### src/rtl/hazard_unit_pkg.sv
// -----------------------------------------------------------------------------
// hazard_unit_pkg
// Shared constants for the ID-stage hazard unit and its neighbours:
//   - control word width and the bit index of each control signal
//   - default branch-resolution latency and wait-counter width
//   - FSM state encoding
//   - a packed struct bundling the hazard unit's pipeline-control outputs,
//     plus a helper to build one
// Optional feature macro used by the files that import this package:
//   HAZARD_STATS_EN (adds a saturating stall-cycle counter)
// -----------------------------------------------------------------------------
package hazard_unit_pkg;

   localparam int CONTROL_SIZE = 8;

   // Bit positions inside the ID/EX control word
   localparam int BRANCH_SRC = 0;
   localparam int ALU_SRC    = 1;
   localparam int REG_DEST   = 2;
   localparam int MEM_READ   = 3;
   localparam int MEM_WRITE  = 4;
   localparam int BRANCH     = 5;
   localparam int REG_WRITE  = 6;
   localparam int MEM_TO_REG = 7;

   localparam int REG_ADDR_W = 5;

   // Default cycles from a jump leaving ID until MEM resolves it, and the
   // width of the counter that bounds the wait (2**CNT_W must exceed it).
   localparam int HU_BRANCH_LAT = 3;
   localparam int HU_CNT_W      = 2;

   // FSM state encoding
   localparam logic [1:0] ST_IDLE    = 2'd0;
   localparam logic [1:0] ST_WAIT    = 2'd1;
   localparam logic [1:0] ST_RELEASE = 2'd2;

   // Pipeline-control outputs of the hazard unit, grouped so the FSM can
   // assign them in one statement per branch.
   typedef struct packed {
      logic pc_write;
      logic ifid_write;
      logic ifid_flush;
      logic ctrl_nop;
      logic waiting;
   } hu_ctrl_t;

   function automatic hu_ctrl_t hu_ctrl(input logic pc_write,
                                        input logic ifid_write,
                                        input logic ifid_flush,
                                        input logic ctrl_nop,
                                        input logic waiting);
      hu_ctrl_t c;
      c.pc_write   = pc_write;
      c.ifid_write = ifid_write;
      c.ifid_flush = ifid_flush;
      c.ctrl_nop   = ctrl_nop;
      c.waiting    = waiting;
      return c;
   endfunction

endpackage

### src/rtl/hazard_unit_if.sv
// -----------------------------------------------------------------------------
// hazard_unit_if
// Bundles the hazard unit's pipeline-side signals.
//   Inputs to the hazard unit (driven by the pipeline / master side):
//     isJump, idRs, idRt, exMemRead, exRt, branchResolved, branchTaken
//   Outputs of the hazard unit (slave side drives):
//     pcWrite, ifidWrite, ifidFlush, ctrlNop, waiting, timeout,
//     dbg_state (current FSM state, for observation only)
//     stallCount (only when HAZARD_STATS_EN is defined)
// Handshake: there is no valid/ready pairing here; every input is sampled
// each cycle and every output is a level that is meaningful every cycle.
// branchTaken is only meaningful in a cycle where branchResolved is high.
// -----------------------------------------------------------------------------
interface hazard_unit_if;
   import hazard_unit_pkg::*;

   logic                  isJump;
   logic [REG_ADDR_W-1:0] idRs;
   logic [REG_ADDR_W-1:0] idRt;
   logic                  exMemRead;
   logic [REG_ADDR_W-1:0] exRt;
   logic                  branchResolved;
   logic                  branchTaken;

   logic                  pcWrite;
   logic                  ifidWrite;
   logic                  ifidFlush;
   logic                  ctrlNop;
   logic                  waiting;
   logic                  timeout;
   logic [1:0]            dbg_state;
`ifdef HAZARD_STATS_EN
   logic [15:0]           stallCount;
`endif

   modport master (
      output isJump, idRs, idRt, exMemRead, exRt, branchResolved, branchTaken,
      input  pcWrite, ifidWrite, ifidFlush, ctrlNop, waiting, timeout, dbg_state
`ifdef HAZARD_STATS_EN
      , input stallCount
`endif
   );

   modport slave (
      input  isJump, idRs, idRt, exMemRead, exRt, branchResolved, branchTaken,
      output pcWrite, ifidWrite, ifidFlush, ctrlNop, waiting, timeout, dbg_state
`ifdef HAZARD_STATS_EN
      , output stallCount
`endif
   );

endinterface

### src/rtl/hazard_unit_load_use_detect.sv
// -----------------------------------------------------------------------------
// load_use_detect
// Combinational load-use hazard detector. Flags the case where the
// instruction in EX is a load whose destination register is read by the
// instruction currently in ID.
//   idRs, idRt : source registers of the ID-stage instruction
//   exMemRead  : MemRead control bit of the EX-stage instruction
//   exRt       : destination register of the EX-stage instruction
//   loadUse    : hazard present this cycle
// -----------------------------------------------------------------------------
module load_use_detect
   import hazard_unit_pkg::*;
(
   input  logic [REG_ADDR_W-1:0] idRs,
   input  logic [REG_ADDR_W-1:0] idRt,
   input  logic                  exMemRead,
   input  logic [REG_ADDR_W-1:0] exRt,
   output logic                  loadUse
);

   always_comb begin
      // Register 0 is hard-wired to zero, so a load into it never creates a
      // real dependency.
      loadUse = exMemRead && (exRt != '0) && ((exRt == idRs) || (exRt == idRt));
   end

endmodule

### src/rtl/hazard_unit.sv
// -----------------------------------------------------------------------------
// hazard_unit
// ID-stage hazard unit. Stalls fetch for one cycle on a load-use hazard,
// and holds fetch while a jump/branch travels to MEM for resolution,
// flushing IF/ID on the release cycle if the branch was taken.
//   clock : rising-edge clock
//   reset : synchronous, active-low reset
//   hif   : hazard_unit_if.slave (pipeline inputs, stall/flush outputs,
//           sticky timeout, debug state, optional stallCount)
// Parameters:
//   BRANCH_LAT : max cycles from a jump leaving ID to resolution in MEM
//   CNT_W      : wait counter width; 2**CNT_W must exceed BRANCH_LAT
// Optional feature: define HAZARD_STATS_EN to add stallCount, a saturating
// count of cycles with pcWrite low while out of reset.
// -----------------------------------------------------------------------------
module hazard_unit
   import hazard_unit_pkg::*;
#(
   parameter int BRANCH_LAT = HU_BRANCH_LAT,
   parameter int CNT_W      = HU_CNT_W
) (
   input  logic      clock,
   input  logic      reset,
   hazard_unit_if.slave hif
);

   logic [1:0]       state_q, state_d;
   logic [CNT_W-1:0] cnt_q, cnt_d;
   logic             taken_q, taken_d;
   logic             timeout_q, timeout_d;
   logic             load_use;
   hu_ctrl_t         ctrl;

   load_use_detect u_load_use_detect (
      .idRs      (hif.idRs),
      .idRt      (hif.idRt),
      .exMemRead (hif.exMemRead),
      .exRt      (hif.exRt),
      .loadUse   (load_use)
   );

   always_comb begin
      state_d   = state_q;
      cnt_d     = cnt_q;
      taken_d   = taken_q;
      timeout_d = timeout_q;
      ctrl      = hu_ctrl(1'b0, 1'b0, 1'b0, 1'b1, 1'b0);

      case (state_q)
         ST_IDLE: begin
            if (load_use) begin
               // One bubble; a jump in ID waits and is re-evaluated next cycle.
               ctrl = hu_ctrl(1'b0, 1'b0, 1'b0, 1'b1, 1'b0);
            end else if (hif.isJump) begin
               // The jump itself proceeds into EX; fetch is frozen behind it.
               ctrl    = hu_ctrl(1'b0, 1'b0, 1'b0, 1'b0, 1'b0);
               state_d = ST_WAIT;
               cnt_d   = CNT_W'(BRANCH_LAT - 1);
            end else begin
               ctrl = hu_ctrl(1'b1, 1'b1, 1'b0, 1'b0, 1'b0);
            end
         end

         ST_WAIT: begin
            ctrl = hu_ctrl(1'b0, 1'b0, 1'b0, 1'b1, 1'b1);
            if (hif.branchResolved) begin
               state_d = ST_RELEASE;
               taken_d = hif.branchTaken;
            end else if (cnt_q == '0) begin
               // No resolution within the latency bound: release as not taken
               // and remember that it happened.
               state_d   = ST_RELEASE;
               taken_d   = 1'b0;
               timeout_d = 1'b1;
            end else begin
               cnt_d = cnt_q - CNT_W'(1);
            end
         end

         ST_RELEASE: begin
            ctrl    = hu_ctrl(1'b1, 1'b1, taken_q, 1'b1, 1'b0);
            state_d = ST_IDLE;
         end

         default: begin
            state_d = ST_IDLE;
         end
      endcase

      // While held in reset the pipeline is frozen and fed bubbles.
      if (!reset) begin
         ctrl = hu_ctrl(1'b0, 1'b0, 1'b0, 1'b1, 1'b0);
      end
   end

   always_ff @(posedge clock) begin
      if (!reset) begin
         state_q   <= ST_IDLE;
         cnt_q     <= '0;
         taken_q   <= 1'b0;
         timeout_q <= 1'b0;
      end else begin
         state_q   <= state_d;
         cnt_q     <= cnt_d;
         taken_q   <= taken_d;
         timeout_q <= timeout_d;
      end
   end

   assign hif.pcWrite   = ctrl.pc_write;
   assign hif.ifidWrite = ctrl.ifid_write;
   assign hif.ifidFlush = ctrl.ifid_flush;
   assign hif.ctrlNop   = ctrl.ctrl_nop;
   assign hif.waiting   = ctrl.waiting;
   assign hif.timeout   = timeout_q;
   assign hif.dbg_state = state_q;

`ifdef HAZARD_STATS_EN
   logic [15:0] stall_cnt_q, stall_cnt_d;

   always_comb begin
      stall_cnt_d = stall_cnt_q;
      if (!ctrl.pc_write && (stall_cnt_q != 16'hFFFF)) begin
         stall_cnt_d = stall_cnt_q + 16'd1;
      end
   end

   always_ff @(posedge clock) begin
      if (!reset) begin
         stall_cnt_q <= 16'd0;
      end else begin
         stall_cnt_q <= stall_cnt_d;
      end
   end

   assign hif.stallCount = stall_cnt_q;
`endif

endmodule

### src/flat_wrapper.sv
// flat-port wrapper written by rule: the top's interface ports become plain ports
module hazard_unit_flat import hazard_unit_pkg::*;
#(
   parameter int BRANCH_LAT = HU_BRANCH_LAT,
   parameter int CNT_W      = HU_CNT_W
)
  (clock, reset, hif_isJump, hif_idRs, hif_idRt, hif_exMemRead, hif_exRt, hif_branchResolved, hif_branchTaken, hif_pcWrite, hif_ifidWrite, hif_ifidFlush, hif_ctrlNop, hif_waiting, hif_timeout, hif_dbg_state);
  hazard_unit_if hif_i ();
  input  logic clock;
  input  logic reset;
  input wire logic [$bits(hif_i.isJump)-1:0] hif_isJump;
  input wire logic [$bits(hif_i.idRs)-1:0] hif_idRs;
  input wire logic [$bits(hif_i.idRt)-1:0] hif_idRt;
  input wire logic [$bits(hif_i.exMemRead)-1:0] hif_exMemRead;
  input wire logic [$bits(hif_i.exRt)-1:0] hif_exRt;
  input wire logic [$bits(hif_i.branchResolved)-1:0] hif_branchResolved;
  input wire logic [$bits(hif_i.branchTaken)-1:0] hif_branchTaken;
  output wire logic [$bits(hif_i.pcWrite)-1:0] hif_pcWrite;
  output wire logic [$bits(hif_i.ifidWrite)-1:0] hif_ifidWrite;
  output wire logic [$bits(hif_i.ifidFlush)-1:0] hif_ifidFlush;
  output wire logic [$bits(hif_i.ctrlNop)-1:0] hif_ctrlNop;
  output wire logic [$bits(hif_i.waiting)-1:0] hif_waiting;
  output wire logic [$bits(hif_i.timeout)-1:0] hif_timeout;
  output wire logic [$bits(hif_i.dbg_state)-1:0] hif_dbg_state;
  assign hif_i.isJump = hif_isJump;
  assign hif_i.idRs = hif_idRs;
  assign hif_i.idRt = hif_idRt;
  assign hif_i.exMemRead = hif_exMemRead;
  assign hif_i.exRt = hif_exRt;
  assign hif_i.branchResolved = hif_branchResolved;
  assign hif_i.branchTaken = hif_branchTaken;
  assign hif_pcWrite = hif_i.pcWrite;
  assign hif_ifidWrite = hif_i.ifidWrite;
  assign hif_ifidFlush = hif_i.ifidFlush;
  assign hif_ctrlNop = hif_i.ctrlNop;
  assign hif_waiting = hif_i.waiting;
  assign hif_timeout = hif_i.timeout;
  assign hif_dbg_state = hif_i.dbg_state;
  hazard_unit #(.BRANCH_LAT(BRANCH_LAT), .CNT_W(CNT_W)) u_core (.clock(clock), .reset(reset), .hif(hif_i));
endmodule
### config.mk
export PLATFORM = sky130hd
export DESIGN_NAME = hazard_unit_flat
export DESIGN_NICKNAME = d
export VERILOG_FILES = /design/src/rtl/hazard_unit_pkg.sv /design/src/rtl/hazard_unit_if.sv /design/src/rtl/hazard_unit_load_use_detect.sv /design/src/rtl/hazard_unit.sv /design/src/flat_wrapper.sv
export SDC_FILE = /design/constraint.sdc
export NUM_CORES = 1
export LEC_CHECK = 0
export ABC_AREA = 1
export CORE_MARGIN = 3
export CORE_UTILIZATION = 40
export CTS_CLUSTER_DIAMETER = 200
export DETAILED_ROUTE_END_ITERATION = 10
export PLACE_DENSITY = 0.78
export SYNTH_ARGS = -nofsm -noshare
export SYNTH_HDL_FRONTEND = slang
export SYNTH_SLANG_ARGS = --single-unit
### constraint.sdc
create_clock -name clock -period 2.2 [get_ports clock]
set_input_delay 0.66 -clock clock [delete_from_list [all_inputs] [get_ports clock]]
set_output_delay 0.66 -clock clock [all_outputs]
set_load 0.05 [all_outputs]
==> flow_summary.html <==
<table>
<tr><th>Metric</th><th>Value</th></tr>
<tr><th colspan="2">STA</th></tr>
<tr><td>Final critical delay including setup and external delays</td><td>2.311 ns</td></tr>
<tr><td>Top achievable clock speed</td><td>0.4327 GHz</td></tr>
<tr><td>Worst max-slew margin expressed relative to the limit</td><td>66.51%</td></tr>
<tr><td>Number of slew-limit violations in the final report</td><td>0</td></tr>
<tr><td>Final Hold Vio Count</td><td>0</td></tr>
<tr><td>Layout Skew</td><td>0.002539 ns</td></tr>
<tr><td>PnR worst setup slack</td><td>-0.1113 ns</td></tr>
<tr><td>RSZ-0062 raised after global routing</td><td>true</td></tr>
<tr><td>Final setup fails</td><td>3</td></tr>
<tr><td>Worst Tran Pin Value</td><td>0.5008 ns</td></tr>
<tr><td>Share of the cycle needed by the critical path after routing</td><td>105.1%</td></tr>
<tr><th colspan="2">Cells and area</th></tr>
<tr><td>Final antenna diode count</td><td>0</td></tr>
<tr><td>Fin cells</td><td>163</td></tr>
<tr><td>Final Net Count</td><td>176</td></tr>
<tr><td>Synth-to-Final Area Change</td><td>84.86%</td></tr>
<tr><td>Fraction of final layout cells sized beyond drive strength 1</td><td>47.97%</td></tr>
<tr><th colspan="2">Clock network</th></tr>
<tr><td>H-tree level count</td><td>1</td></tr>
<tr><td>Cts bufs inserted</td><td>3</td></tr>
<tr><td>Maximum buffer depth of the clock tree</td><td>2</td></tr>
<tr><td>Root buffer selected by CTS</td><td>sky130_fd_sc_hd__clkbuf_4</td></tr>
<tr><td>Clock-pin slew on the worst setup and hold paths</td><td>0.04 ns</td></tr>
<tr><td>Number of sinks on the clock net</td><td>6</td></tr>
<tr><td>Clock tree from TritonCTS</td><td>yes</td></tr>
<tr><td>Skew-Pair Late Insertion Delay</td><td>0.24 ns</td></tr>
<tr><td>Hold buffer count at cts</td><td>0</td></tr>
<tr><th colspan="2">Drt</th></tr>
<tr><td>Vias</td><td>806</td></tr>
<tr><td>Routed Wire Length</td><td>2.056 mm</td></tr>
<tr><td>Met3 layer wire length in the routed design</td><td>143 um</td></tr>
<tr><td>Via-to-Cell Ratio</td><td>~5</td></tr>
<tr><td>Iteration-0 DRC count of the detailed router</td><td>20</td></tr>
<tr><td>Routed Antenna Nets</td><td>0</td></tr>
<tr><td>Drt wl/cell</td><td>approximately 13 um</td></tr>
<tr><td>Post-route met1 wirelength</td><td>835 um</td></tr>
<tr><td>Highest metal layer with signal wires</td><td>met4</td></tr>
<tr><td>Detailed-router iteration count before antenna repair</td><td>4</td></tr>
<tr><td>Wire length on met2</td><td>1.007 mm</td></tr>
<tr><td>Count of unresolved DRC violations after routing</td><td>0</td></tr>
<tr><th colspan="2">Power and ir drop</th></tr>
<tr><td>Leakage dissipation</td><td>0.6017 nW</td></tr>
<tr><td>Power share of the sequential group</td><td>17.9%</td></tr>
<tr><td>Power per standard cell area</td><td>907.1 nW/um^2</td></tr>
<tr><td>Switching power share of the total</td><td>49.54%</td></tr>
<tr><td>IR drop worst, VDD</td><td>0.7834 mV</td></tr>
<tr><td>Combinational group share of total power</td><td>72.7%</td></tr>
<tr><td>Net Sw Power</td><td>0.0005218 W</td></tr>
<tr><td>Clk pwr share</td><td>9.4%</td></tr>
<tr><td>Internal power of the cells</td><td>0.0005315 W</td></tr>
<tr><td>Total power after layout</td><td>0.001053 W</td></tr>
<tr><th colspan="2">Logic synthesis</th></tr>
<tr><td>Dominant cells by area after synthesis</td><td>sky130_fd_sc_hd__nand2_1, sky130_fd_sc_hd__dfxtp_1, sky130_fd_sc_hd__inv_1</td></tr>
<tr><td>Ranking of synthesized cells by instance count</td><td>sky130_fd_sc_hd__nand2_1, sky130_fd_sc_hd__inv_1, sky130_fd_sc_hd__nor2_1, sky130_fd_sc_hd__a21oi_1, sky130_fd_sc_hd__dfxtp_1</td></tr>
<tr><td>Number of flops mapped to enable cells by yosys</td><td>0</td></tr>
<tr><td>Sequential cell area fraction in the yosys report</td><td>a little under a fifth</td></tr>
<tr><td>Cell with the most instances after synthesis</td><td>sky130_fd_sc_hd__nand2_1</td></tr>
<tr><td>Post-synthesis cell type count</td><td>21</td></tr>
<tr><td>Area fraction of the dominant cell type after synthesis</td><td>20.32%</td></tr>
<tr><td>Synthesized net count</td><td>between 100 and 150</td></tr>
<tr><td>Mapped cell area</td><td>628.1 um^2</td></tr>
<tr><td>Cell type with the largest total area after synthesis</td><td>sky130_fd_sc_hd__nand2_1</td></tr>
<tr><td>Syn Area/Cell</td><td>5.659 um^2</td></tr>
<tr><td>Most used flip-flop cell after synthesis</td><td>sky130_fd_sc_hd__dfxtp_1</td></tr>
<tr><td>Synth warn</td><td>0</td></tr>
<tr><td>Fraction of registers with async set or reset after synthesis</td><td>0%</td></tr>
<tr><td>Post-Synthesis Cells</td><td>111</td></tr>
<tr><td>Synth Register Bits</td><td>6</td></tr>
<tr><th colspan="2">Setup path</th></tr>
<tr><td>Worst Path Arrival</td><td>1.65 ns</td></tr>
<tr><td>Endpoint required time on the critical path</td><td>1.54 ns</td></tr>
<tr><td>Type of element capturing the critical path</td><td>output port</td></tr>
<tr><td>CP Max Fanout</td><td>3</td></tr>
<tr><td>Kind of critical path</td><td>in2out</td></tr>
<tr><td>CP startpoint kind</td><td>input pin</td></tr>
<tr><th colspan="2">Floorplan</th></tr>
<tr><td>Standard cell core area</td><td>1383 um^2</td></tr>
<tr><td>Vertical die dimension</td><td>45.63 um</td></tr>
<tr><td>Horizontal die dimension</td><td>45.63 um</td></tr>
<tr><td>Floorplan row count</td><td>13</td></tr>
<tr><td>Initial core utilization</td><td>45.43%</td></tr>
<tr><td>Top-level port count</td><td>29</td></tr>
<tr><td>Area enclosed by the die boundary</td><td>roughly 2100 um^2</td></tr>
<tr><th colspan="2">Placed design</th></tr>
<tr><td>Weighted congestion reported at the end of routability-driven placement</td><td>0.8727</td></tr>
<tr><td>Number of input and output port buffers inserted</td><td>28</td></tr>
<tr><td>Cell Count Post-Placement</td><td>155</td></tr>
<tr><td>Sum of net half-perimeters after detailed placement</td><td>1.469 mm</td></tr>
<tr><th colspan="2">GRT</th></tr>
<tr><td>Wire length of the first global-routing pass</td><td>3.415 mm</td></tr>
<tr><td>Overall overflow remaining after global route</td><td>0</td></tr>
<tr><td>Vias in the first global route</td><td>slightly above 800</td></tr>
<tr><td>Number of antenna violations at the first check in global routing</td><td>0</td></tr>
<tr><td>Maximum number of pins on one net before global-route repair</td><td>8</td></tr>
<tr><td>GR Util All Layers</td><td>22.66%</td></tr>
<tr><th colspan="2">Job</th></tr>
<tr><td>Maximum Capacitance Violations</td><td>0</td></tr>
<tr><th colspan="2">Status</th></tr>
<tr><td>Status</td><td>finished with violations</td></tr>
<tr><td>Failing checks</td><td>negative setup slack</td></tr>
<tr><th colspan="2">Hold path</th></tr>
<tr><td>Worst Hold Class</td><td>reg2reg</td></tr>
</table>
==> critical path, stage by stage <==
cell and delay (ns):
sky130_fd_sc_hd__buf_12 0.11, sky130_fd_sc_hd__inv_8 0.04, sky130_fd_sc_hd__nand2_2 0.05, sky130_fd_sc_hd__nand2_1 0.05, sky130_fd_sc_hd__nor2_1 0.05, sky130_fd_sc_hd__nand3_1 0.09, sky130_fd_sc_hd__nand2_2 0.08, sky130_fd_sc_hd__nand2_2 0.08
sky130_fd_sc_hd__nand2_2 0.06, sky130_fd_sc_hd__a21oi_4 0.21, sky130_fd_sc_hd__buf_12 0.16
==> layout by cell type, fill, tap and decap left out, drive strengths merged <==
cell type	count
nand2	36
nor3	1
clkdlybuf4s50	5
ha	5
nand3b	1
and3	1
nand4	1
clkbuf	3
o21ai	5
nor2	12
buf	28
xnor2	2
a21oi	6
o21a	1
dlygate4sd2	3
nand3	6
inv	25
dfxtp	6
a211oi	1
==> kinds of logic after synthesis <==
kind of cell               Yosys count  share of synthesized area [%]
AOI/OAI and AO/OA                   13                          11.95
xor gates and xnor gates             2                          2.789
adders and majority gates            5                          9.960
buffers and inverters               27                          16.73
DFF                                  6                          19.12
and+or+nand+nor                     58                          39.44
==> power by group through the flow <==
stage	Clock [W]	Sequential, W	Combinational [W]
global route	0.000111	0.000193	0.000828
detailed placement	0	0.000186	0.000715
floorplan	0	0.000245	0.000405
CTS	0.000104	0.000185	0.000731
finish	0.0000986	0.000189	0.000766
global placement	0	0.000185	0.000702
==> through the flow <==
| step | setup WS [ns] | setup TNS [ns] | cell area (um^2) | hold WS [ns] | util [%] |
|---|---|---|---|---|---|
| floorplan | -0.1477 | -0.1545 | 668.1 | 0.4433 | - |
| CTS | -0.1159 | -0.2437 | 1089 | 0.4634 | 78.73 |
| global route | -0.1662 | -0.4491 | 1161 | 0.4753 | 83.98 |
| detailed placement | -0.6047 | -2.197 | 1025 | 0.4543 | 74.12 |
| global placement | -0.5850 | -2.029 | 1025 | 0.4494 | 74.12 |
| finish | -0.1113 | -0.2663 | 1161 | 0.4602 | 83.98 |
==> flip-flops by register name (all words and copies together) (netlist names) <==
| signal | count |
|---|---|
| u_core.cnt_q | 2 |
| u_core.hif.dbg_state | 2 |
| u_core.hif.timeout | 1 |
| u_core.taken_q | 1 |
==> layer usage <==
layer | vias to the layer above | GRT usage (%)
met4 | 0 | 8.772
met3 | 8 | 8.300
met2 | 31 | 34.54
li1 | 412 | -
met1 | 355 | 28.67
met5 | - | 0
==> cell type report <==
type                    count  area [um^2]
flip-flops and latches      6        122.6
multi-input cells          78        480.5
clock buffers               3        22.52
well taps                  15        18.77
inverters                  25        118.9
fillers                    93        221.5
repair buffers             36        397.9
==> final timing paths <==
check,startpoint,cells past startpoint,end,slack [ns]
setup / recovery,hif_exRt[1],11,hif_pcWrite,-0.11
hold / removal,u_core.hif.timeout,1,u_core.hif.timeout,0.46
setup reg to reg,u_core.hif.dbg_state[1],11,u_core.cnt_q[1],0.43
hold reg to reg,u_core.hif.timeout,1,u_core.hif.timeout,0.46
==> what timing repair did <==
action                     CTS  global route
pin swaps                   21            15
setup endpoints to repair    5             7
resized for setup           84            25
cloned                       0             0
buffers inserted             6             0
Power figures use the tool's default switching activity.
